### src/rtl/raytracing_scheduler.sv
// Frame sequencer for the raytracing worker array: per row, precompute y operands,
// then launch/wait/drain each batch of N_WORKERS*JOBS_SUBDIVISION pixels to the framebuffer.
package Types;
  localparam int COLOR_W = 8;
  typedef logic [COLOR_W-1:0] Color;
  typedef struct packed {
    logic signed [13:0] x;
    logic signed [13:0] y;
    logic signed [13:0] z;
    logic        [13:0] radius;
    Color               color;
  } Sphere;
endpackage

module raytracing_scheduler #(
  parameter int N_WORKERS        = 4,
  parameter int JOBS_SUBDIVISION = 8,
  parameter int SCREEN_W         = 320,
  parameter int SCREEN_H         = 240,
  parameter int COLOR_W          = 8,
  parameter int ADDR_W           = 17
) (
  input  logic                                         clk,
  input  logic                                         rst,
  input  logic                                         frame_start,
  input  Types::Sphere                                 sphere_in,
  output logic                                         frame_busy,
  output logic                                         frame_done,
  output logic [N_WORKERS-1:0]                         worker_activate,
  output logic [N_WORKERS*12-1:0]                      worker_start_x,
  output Types::Sphere                                 sphere_out,
  output logic signed [21:0]                           doty_r,
  output logic [15:0]                                  pixely_sr,
  output logic [26:0]                                  originy_sr,
  input  logic [N_WORKERS-1:0]                         worker_busy,
  input  logic [N_WORKERS*JOBS_SUBDIVISION*COLOR_W-1:0] worker_buffer,
  output logic                                         fb_wr_en,
  output logic [ADDR_W-1:0]                            fb_addr,
  output logic [COLOR_W-1:0]                           fb_data,
  input  logic                                         fb_ready
);

  localparam int B     = N_WORKERS * JOBS_SUBDIVISION;
  localparam int NB    = SCREEN_W / B;
  localparam int ROW_W = $clog2(SCREEN_H + 1);
  localparam int BAT_W = $clog2(NB + 1);
  localparam int PIX_W = $clog2(B + 1);

  typedef enum logic [2:0] {
    S_IDLE, S_ROW_SETUP, S_LAUNCH, S_WAIT_ACK, S_WAIT_DONE, S_DRAIN, S_GAP, S_DONE
  } state_t;

  state_t             state_q, state_d;
  logic [ROW_W-1:0]   row_q, row_d;
  logic [BAT_W-1:0]   batch_q, batch_d;
  logic [PIX_W-1:0]   pix_q, pix_d;
  Types::Sphere       sphere_q, sphere_d;
  logic signed [21:0] doty_q, doty_d;
  logic [15:0]        pixely_q, pixely_d;
  logic [26:0]        originy_q, originy_d;

  logic signed [11:0] y_c;
  logic signed [25:0] doty_full;
  logic signed [23:0] pixely_full;
  logic signed [27:0] originy_full;
  logic               last_pix, last_batch, last_row;

  // Full-precision signed products, truncated to the operand port widths.
  assign y_c          = $signed(12'(row_q)) - 12'(SCREEN_H / 2);
  assign doty_full    = 26'(y_c) * 26'(sphere_q.y);
  assign pixely_full  = 24'(y_c) * 24'(y_c);
  assign originy_full = 28'(sphere_q.y) * 28'(sphere_q.y);

  assign last_pix   = (pix_q == PIX_W'(B - 1));
  assign last_batch = (batch_q == BAT_W'(NB - 1));
  assign last_row   = (row_q == ROW_W'(SCREEN_H - 1));

  always_ff @(posedge clk or posedge rst) begin
    if (rst) begin
      state_q   <= S_IDLE;
      row_q     <= '0;
      batch_q   <= '0;
      pix_q     <= '0;
      sphere_q  <= '0;
      doty_q    <= '0;
      pixely_q  <= '0;
      originy_q <= '0;
    end else begin
      state_q   <= state_d;
      row_q     <= row_d;
      batch_q   <= batch_d;
      pix_q     <= pix_d;
      sphere_q  <= sphere_d;
      doty_q    <= doty_d;
      pixely_q  <= pixely_d;
      originy_q <= originy_d;
    end
  end

  always_comb begin
    state_d   = state_q;
    row_d     = row_q;
    batch_d   = batch_q;
    pix_d     = pix_q;
    sphere_d  = sphere_q;
    doty_d    = doty_q;
    pixely_d  = pixely_q;
    originy_d = originy_q;
    unique case (state_q)
      S_IDLE: begin
        if (frame_start) begin
          sphere_d = sphere_in;
          row_d    = '0;
          state_d  = S_ROW_SETUP;
        end
      end
      S_ROW_SETUP: begin
        doty_d    = doty_full[21:0];
        pixely_d  = pixely_full[15:0];
        originy_d = originy_full[26:0];
        batch_d   = '0;
        state_d   = S_LAUNCH;
      end
      S_LAUNCH: state_d = S_WAIT_ACK;
      // Waiting for all-busy first keeps the pre-busy cycle from reading as done.
      S_WAIT_ACK: begin
        if (&worker_busy) state_d = S_WAIT_DONE;
      end
      S_WAIT_DONE: begin
        if (worker_busy == '0) begin
          pix_d   = '0;
          state_d = S_DRAIN;
        end
      end
      S_DRAIN: begin
        if (fb_ready) begin
          if (last_pix) state_d = S_GAP;
          else          pix_d   = pix_q + 1'b1;
        end
      end
      S_GAP: begin
        if (!last_batch) begin
          batch_d = batch_q + 1'b1;
          state_d = S_LAUNCH;
        end else if (!last_row) begin
          row_d   = row_q + 1'b1;
          state_d = S_ROW_SETUP;
        end else begin
          state_d = S_DONE;
        end
      end
      S_DONE:  state_d = S_IDLE;
      default: state_d = S_IDLE;
    endcase
  end

  always_comb begin
    worker_activate = '0;
    worker_start_x  = '0;
    fb_wr_en        = 1'b0;
    fb_addr         = '0;
    fb_data         = '0;
    frame_busy      = (state_q != S_IDLE) && (state_q != S_DONE);
    frame_done      = (state_q == S_DONE);
    if (state_q inside {S_LAUNCH, S_WAIT_ACK, S_WAIT_DONE, S_DRAIN}) begin
      worker_activate = '1;
      for (int unsigned w = 0; w < N_WORKERS; w++) begin
        worker_start_x[w*12 +: 12] = 12'(batch_q) * 12'(B) + 12'(w) - 12'(SCREEN_W / 2);
      end
    end
    if (state_q == S_DRAIN) begin
      fb_wr_en = 1'b1;
      fb_addr  = ADDR_W'(row_q) * ADDR_W'(SCREEN_W) + ADDR_W'(batch_q) * ADDR_W'(B)
               + ADDR_W'(pix_q);
      // Pixel p lives in worker p mod N, job slot p / N.
      for (int unsigned p = 0; p < B; p++) begin
        if (pix_q == PIX_W'(p)) begin
          fb_data = worker_buffer[((p % N_WORKERS) * JOBS_SUBDIVISION + p / N_WORKERS) * COLOR_W
                                  +: COLOR_W];
        end
      end
    end
  end

  assign sphere_out = sphere_q;
  assign doty_r     = doty_q;
  assign pixely_sr  = pixely_q;
  assign originy_sr = originy_q;

endmodule

### config.mk
export PLATFORM = sky130hd
export DESIGN_NAME = raytracing_scheduler
export DESIGN_NICKNAME = d
export VERILOG_FILES = /design/src/rtl/raytracing_scheduler.sv
export SDC_FILE = /design/constraint.sdc
export NUM_CORES = 1
export LEC_CHECK = 0
export CAP_MARGIN = 0
export CORE_MARGIN = 10
export CORE_UTILIZATION = 52
export DETAILED_ROUTE_END_ITERATION = 6
export PLACE_DENSITY = 0.92
export SKIP_CTS_REPAIR_TIMING = 1
export SYNTH_ARGS = -nofsm -noshare
export SYNTH_HDL_FRONTEND = slang
export SYNTH_SLANG_ARGS = --single-unit
export TNS_END_PERCENT = 1
### constraint.sdc
create_clock -name clk -period 8.61 [get_ports clk]
set_input_delay 1.722 -clock clk [delete_from_list [all_inputs] [get_ports clk]]
set_output_delay 1.722 -clock clk [all_outputs]
set_load 0.02 [all_outputs]
==> impl_metrics.env, run 1 <==
export IMPL_number_of_enable_type_register_cells_in_the_synthesized_netlist=0
export IMPL_cts_tree="built"
export IMPL_gpl_final_weighted_congestion=1.10
export IMPL_routed_wirelength_um=91900
export IMPL_final_layout_size_suffix_gt1_frac=0.0462
export IMPL_yosys_warnings=0
export IMPL_drt_iter0_markers=2492
export IMPL_floorplan_rows=76
export IMPL_fp_dieArea_um2=52000
export IMPL_grt_util_all_layers=0.351
export IMPL_detail_route_vias_per_cell=5.97
export IMPL_worst_hold_path_type="register to register"
export IMPL_first_global_vias=22100
export IMPL_clock_tree_root_cell="sky130_fd_sc_hd__clkbuf_16"
export IMPL_setup_violations_final=0
export IMPL_layout_worst_path_cycle_share=0.880
export IMPL_dp_cells=3475
export IMPL_path_buf_inv=3
export IMPL_start_util=0.525
export IMPL_synthesis_area_um2=22500
export IMPL_rsz0062_at_grt="false"
export IMPL_post_route_insts_no_fill=3517
export IMPL_grt_first_pass_wirelength_um=139000
export IMPL_pre_cts_slack_ns=1.26
export IMPL_clock_network_latency_to_the_later_pin_of_the_worst_skew_pair_ns=0.49
export IMPL_period_minus_slack_ns=7.57
export IMPL_layout_nets=3731
export IMPL_core_region_area_um2=42900
export IMPL_seq_area_frac_synth=0.165
export IMPL_dp_hpwl_um=74600
export IMPL_synthesis_instances=2495
export IMPL_worst_setup_path_type="register to register"
export IMPL_cts_sink_count=148
export IMPL_cp_data_required_time_ns=8.94
export IMPL_critPathMaxFanout=26
export IMPL_synth_ff_type="sky130_fd_sc_hd__dfrtp_1"
export IMPL_ys_ff_latch=148
export IMPL_chipWidth_um=228
export IMPL_final_antenna_violating_net_count=0
export IMPL_fin_setup_tns_ns=0
export IMPL_cts_buffer_depth=2
export IMPL_top_level_ports=537
export IMPL_layout_setup_ws_ns=1.04
export IMPL_avgSynthCellArea_um2=9.02
export IMPL_cp_common_cell="sky130_fd_sc_hd__fa_1"
export IMPL_cts_buffers_inserted=17
export IMPL_timing_max_transition_violations_final=0
export IMPL_finClkSkew_ns=0.0165
export IMPL_slew_limit_headroom=0.196
export IMPL_drt_pass1_iterations=6
export IMPL_gr_total_overflow=0
export IMPL_finalHoldViolations=0
export IMPL_route_detailed_drc=0
export IMPL_setup_worst_path_end_class="register"
export IMPL_utilization=0.664
export IMPL_timing_critical_path_cells="inv_1 > ha_1 > nand2b_1 > fa_1 > fa_1 > fa_1 > inv_1 > fa_1 > fa_1 > ha_1 > inv_1 > o21ai_0 > a2111oi_0 > nor2_1 > a211oi_1 > o21ai_0 > xnor2_1 > o21ai_0"
export IMPL_timing_worst_slew_pin_value_ns=1.20
export IMPL_max_cap_viol_count=0
export IMPL_netlist_cell_type_count=70
export IMPL_cts_clk_slew_worst_paths_ns=0.07
export IMPL_die_height_um=228
export IMPL_routed_via_count=21000
export IMPL_port_buffers=518
export IMPL_worst_path_dominant_cell_family="adder cells"
export IMPL_timing_critical_path_slowest_cell_delay_ns=1.04
export IMPL_area_growth_syn_to_layout_pct=26.5
export IMPL_worst_path_max_delay_cell="sky130_fd_sc_hd__dfrtp_1"
export IMPL_max_freq_ghz=0.132
export IMPL_route_detailed_wl_per_inst_um=26.1
export IMPL_grt_start_max_net_pins=90
export IMPL_status="completed"
export IMPL_critPathLaunchType="register"
export IMPL_h_tree_depth=4
export IMPL_synth_async_sr_flop_share=1.00
export IMPL_grt_antenna_before_repair=13
export IMPL_timing_critical_path_arrival_ns=7.91
-- through the flow --
stage               area, um^2  hold slack, ns
finish                   28500           0.481
global route             28500           0.516
CTS                      28400           0.483
detailed placement       27900           0.462
global placement         27900           0.452
floorplan                22600           0.512
-- cells in the final DEF (no fill, tap or decap), types with 14 or more instances in the layout --
master	synthesis	layout
sky130_fd_sc_hd__a21oi_1	85	85
sky130_fd_sc_hd__nand4_1	16	16
sky130_fd_sc_hd__xnor2_1	63	63
sky130_fd_sc_hd__a221oi_1	19	19
sky130_fd_sc_hd__nor3_1	38	38
sky130_fd_sc_hd__conb_1	1	18
sky130_fd_sc_hd__inv_1	343	342
sky130_fd_sc_hd__nand2b_1	36	36
sky130_fd_sc_hd__o221ai_1	19	19
sky130_fd_sc_hd__clkdlybuf4s50_1	0	518
sky130_fd_sc_hd__nor2_1	132	131
sky130_fd_sc_hd__nand3_1	34	34
sky130_fd_sc_hd__buf_4	49	26
sky130_fd_sc_hd__o22ai_1	21	21
sky130_fd_sc_hd__nor2b_1	32	32
sky130_fd_sc_hd__o211ai_1	15	15
sky130_fd_sc_hd__mux2_2	61	61
sky130_fd_sc_hd__and3_1	14	14
sky130_fd_sc_hd__o21ai_0	102	102
sky130_fd_sc_hd__a21o_1	19	19
sky130_fd_sc_hd__fa_1	327	327
sky130_fd_sc_hd__and2_1	113	113
sky130_fd_sc_hd__clkbuf_16	0	17
sky130_fd_sc_hd__dfrtp_1	148	148
sky130_fd_sc_hd__a22oi_1	17	17
sky130_fd_sc_hd__xor2_1	34	34
sky130_fd_sc_hd__ha_1	167	167
sky130_fd_sc_hd__nand2_1	290	289
-- synthesized netlist by cell type (all sizes together) (35+ instances only) --
cell type / instances / area (um^2)
inv: 344 / 1290
fa: 327 / 6550
nand2: 290 / 1090
ha: 167 / 2090
dfrtp: 148 / 3700
nor2: 132 / 495
and2: 113 / 707
o21ai: 110 / 551
clkbuf: 97 / 365
a21oi: 85 / 425
buf: 69 / 455
xnor2: 63 / 552
mux2: 61 / 687
nor3: 38 / 190
nand2b: 36 / 225
nand3: 35 / 180
-- cells by family (layout without fill, tap and decap cells) --
logic type,Yosys count,in the layout,synth area share
buf+inv,514,923,0.0945
fa+ha+maj,494,494,0.384
mux,65,65,0.0323
other cells,1,29,0.000167
simple gates,757,757,0.164
xor+xnor,97,97,0.0378
compound gates,419,419,0.123
flops,148,148,0.165
-- layer usage --
metal  vias to the layer above  global-route usage  part of all wire
met5                         -                   0                 0
met4                         0               0.151             0.044
met3                       215              0.0859             0.096
met2                      1255               0.581              0.48
met1                     10600               0.431              0.38
li1                       8955                   -                 -
-- path summary, 6_finish.rpt --
kind / from / end / slack, ns / depth (start not counted)
max reg2reg: row_q[3] / doty_r[21] / 1.04 / 18
min reg2reg: originy_sr[8] / originy_sr[8] / 0.48 / 2
min: originy_sr[8] / originy_sr[8] / 0.48 / 2
max: row_q[3] / doty_r[21] / 1.04 / 18
min in group asynchronous: rst / sphere_out[16] / 1.79 / 2
max in group asynchronous: rst / pixely_sr[2] / 5.39 / 3
-- area by class of cell --
cell class                 count  area, um^2
antenna                       11        27.5
multi-input combinational   1850       16700
clock inverter                11        93.8
tap                          585         732
fill                        3199       14400
inverter                     348        1310
timing repair buffer         544        5380
sequential                   148        3700
clock buffer                  20         467
-- sequential cells by signal, summed over array words and instances, names as in the netlist --
name,count
batch_q,4
pixely_sr,15
pix_q,6
sphere_out,64
row_q,8
originy_sr,26
doty_r,22
state_q,3
-- worst register-to-register path, cell delays in order, from the launching register on --
cell,delay [ns]
sky130_fd_sc_hd__dfrtp_1,1.04
sky130_fd_sc_hd__inv_1,0.36
sky130_fd_sc_hd__ha_1,0.99
sky130_fd_sc_hd__nand2b_1,0.24
sky130_fd_sc_hd__fa_1,0.46
sky130_fd_sc_hd__fa_1,0.48
sky130_fd_sc_hd__fa_1,0.55
sky130_fd_sc_hd__inv_1,0.07
sky130_fd_sc_hd__fa_1,0.51
sky130_fd_sc_hd__fa_1,0.49
sky130_fd_sc_hd__ha_1,0.33
sky130_fd_sc_hd__inv_1,0.11
sky130_fd_sc_hd__o21ai_0,0.15
sky130_fd_sc_hd__a2111oi_0,0.66
sky130_fd_sc_hd__nor2_1,0.21
sky130_fd_sc_hd__a211oi_1,0.35
sky130_fd_sc_hd__o21ai_0,0.18
sky130_fd_sc_hd__xnor2_1,0.17
sky130_fd_sc_hd__o21ai_0,0.08
Power of run 1 is left out: the tool's default activity adds up to more than one toggle a clock period on the data nets, which glitch-free logic cannot reach.
==> inputs of run 2 (changes only) <==
--- a/config.mk
+++ b/config.mk
@@ -6,7 +6,6 @@
 export NUM_CORES = 1
 export LEC_CHECK = 0
 export CAP_MARGIN = 0
-export CORE_MARGIN = 10
 export CORE_UTILIZATION = 52
 export DETAILED_ROUTE_END_ITERATION = 6
 export PLACE_DENSITY = 0.92
==> run 2 against run 1 <==
Via count is 1.7% higher. Sequential share of layout area hardly changed. Core utilization is 0.92 points higher.
==> impl_metrics.env, run 2 (same netlist as run 1, synthesis figures left out) <==
export IMPL_finClkSkew_ns=0.0196
export IMPL_die_height_um=210
export IMPL_timing_worst_slew_pin_value_ns=1.21
export IMPL_routed_via_count=21300
export IMPL_gr_total_overflow=0
export IMPL_detail_route_vias_per_cell=6.08
export IMPL_fin_setup_tns_ns=0
export IMPL_cts_tree="built"
export IMPL_largest_reg_flops=64
export IMPL_grt_start_max_net_pins=80
export IMPL_slew_limit_headroom=0.185
export IMPL_dp_hpwl_um=73900
export IMPL_h_tree_depth=4
export IMPL_period_minus_slack_ns=7.73
export IMPL_layout_common_cells="sky130_fd_sc_hd__clkdlybuf4s50_1 (518), sky130_fd_sc_hd__inv_1 (342), sky130_fd_sc_hd__fa_1 (327), sky130_fd_sc_hd__nand2_1 (289), sky130_fd_sc_hd__ha_1 (167)"
export IMPL_final_layout_size_suffix_gt1_frac=0.0449
export IMPL_clock_tree_root_cell="sky130_fd_sc_hd__clkbuf_16"
export IMPL_first_global_vias=21900
export IMPL_setup_violations_final=0
export IMPL_setup_worst_path_end_class="register"
export IMPL_timing_critical_path_arrival_ns=8.08
export IMPL_gpl_final_weighted_congestion=1.03
export IMPL_worst_setup_path_type="register to register"
export IMPL_cts_buffer_depth=2
export IMPL_drt_pass1_iterations=6
export IMPL_finalHoldViolations=0
export IMPL_fp_dieArea_um2=44100
export IMPL_core_region_area_um2=42300
export IMPL_dp_cells=3464
export IMPL_worst_hold_path_type="register to register"
export IMPL_mostFrequentLayoutCell="sky130_fd_sc_hd__clkdlybuf4s50_1"
export IMPL_layout_setup_ws_ns=0.878
export IMPL_top_level_ports=537
export IMPL_cts_clk_slew_worst_paths_ns=0.07
export IMPL_start_util=0.532
export IMPL_pre_cts_slack_ns=1.11
export IMPL_area_growth_syn_to_layout_pct=26.6
export IMPL_critPathLaunchType="register"
export IMPL_grt_util_all_layers=0.421
export IMPL_drt_iter0_markers=2277
export IMPL_routed_wirelength_um=91100
export IMPL_clock_network_latency_to_the_later_pin_of_the_worst_skew_pair_ns=0.50
export IMPL_grt_first_pass_wirelength_um=136000
export IMPL_max_cap_viol_count=0
export IMPL_cts_sink_count=148
export IMPL_status="completed"
export IMPL_timing_max_transition_violations_final=0
export IMPL_num_fill_cells=3186
export IMPL_chipWidth_um=210
export IMPL_layout_worst_path_cycle_share=0.898
export IMPL_final_antenna_violating_net_count=0
export IMPL_max_freq_ghz=0.129
export IMPL_layout_nets=3728
export IMPL_floorplan_rows=75
export IMPL_rsz0062_at_grt="false"
export IMPL_route_detailed_drc=0
export IMPL_cp_data_required_time_ns=8.95
export IMPL_grt_antenna_before_repair=16
export IMPL_critPathMaxFanout=26
export IMPL_route_detailed_wl_per_inst_um=26.0
export IMPL_port_buffers=518
export IMPL_cts_buffers_inserted=17
export IMPL_post_route_insts_no_fill=3509
[run 2: cell types whose count changed in the layout (fill, tap and decap cells not counted), sizes merged]
cell      previous run  this run
clkinvlp             1         4
diode               11        13
inv                349       344
bufinv               0         3
buf                 26        23
[run 2: final timing paths]
check / to / slack (ns) / cells after the start / from
max: doty_r[21] / 0.88 / 18 / row_q[3]
min: originy_sr[4] / 0.48 / 2 / originy_sr[4]
max reg2reg: doty_r[21] / 0.88 / 18 / row_q[3]
min reg2reg: originy_sr[4] / 0.48 / 2 / originy_sr[4]
max in group asynchronous: originy_sr[19] / 5.28 / 3 / rst
min in group asynchronous: sphere_out[29] / 1.71 / 2 / rst
[run 2: routing by layer]
metal,up-vias,part of all wire,global-route usage
met2,1398,0.48,0.690
li1,8946,-,-
met5,-,0.00033,0
met1,10700,0.37,0.523
met4,4,0.049,0.204
met3,266,0.098,0.102
[run 2: final cells by class]
type | count | area [um^2] | area share
Clock inverter | 12 | 156 | 0.00549
Timing Repair Buffer | 541 | 5360 | 0.188
Clock buffer | 20 | 447 | 0.0157
Multi-Input combinational cell | 1850 | 16700 | 0.588
Sequential cell | 148 | 3700 | 0.130
Inverter | 348 | 1310 | 0.0460
Antenna cell | 13 | 32.5 | 0.00114
Tap cell | 577 | 722 | 0.0254
[run 2: critical path: stages (launching register included)]
cell	delay (ns)
sky130_fd_sc_hd__dfrtp_1	1.05
sky130_fd_sc_hd__inv_1	0.35
sky130_fd_sc_hd__ha_1	1.00
sky130_fd_sc_hd__nand2b_1	0.25
sky130_fd_sc_hd__fa_1	0.47
sky130_fd_sc_hd__fa_1	0.47
sky130_fd_sc_hd__fa_1	0.55
sky130_fd_sc_hd__inv_1	0.05
sky130_fd_sc_hd__fa_1	0.50
sky130_fd_sc_hd__fa_1	0.49
sky130_fd_sc_hd__ha_1	0.34
sky130_fd_sc_hd__inv_1	0.12
sky130_fd_sc_hd__o21ai_0	0.15
sky130_fd_sc_hd__a2111oi_0	0.74
sky130_fd_sc_hd__nor2_1	0.25
sky130_fd_sc_hd__a211oi_1	0.34
sky130_fd_sc_hd__o21ai_0	0.17
sky130_fd_sc_hd__xnor2_1	0.17
sky130_fd_sc_hd__o21ai_0	0.09
[run 2: through the flow]
stage	util	hold slack, ns	area [um^2]
6_report	0.673	0.476	28500
4_1_cts	0.672	0.483	28400
5_1_grt	0.673	0.496	28500
3_3_place_gp	0.658	0.453	27800
2_1_floorplan	-	0.512	22600
3_5_place_dp	0.658	0.467	27800
Power of run 2 is left out for the same reason.
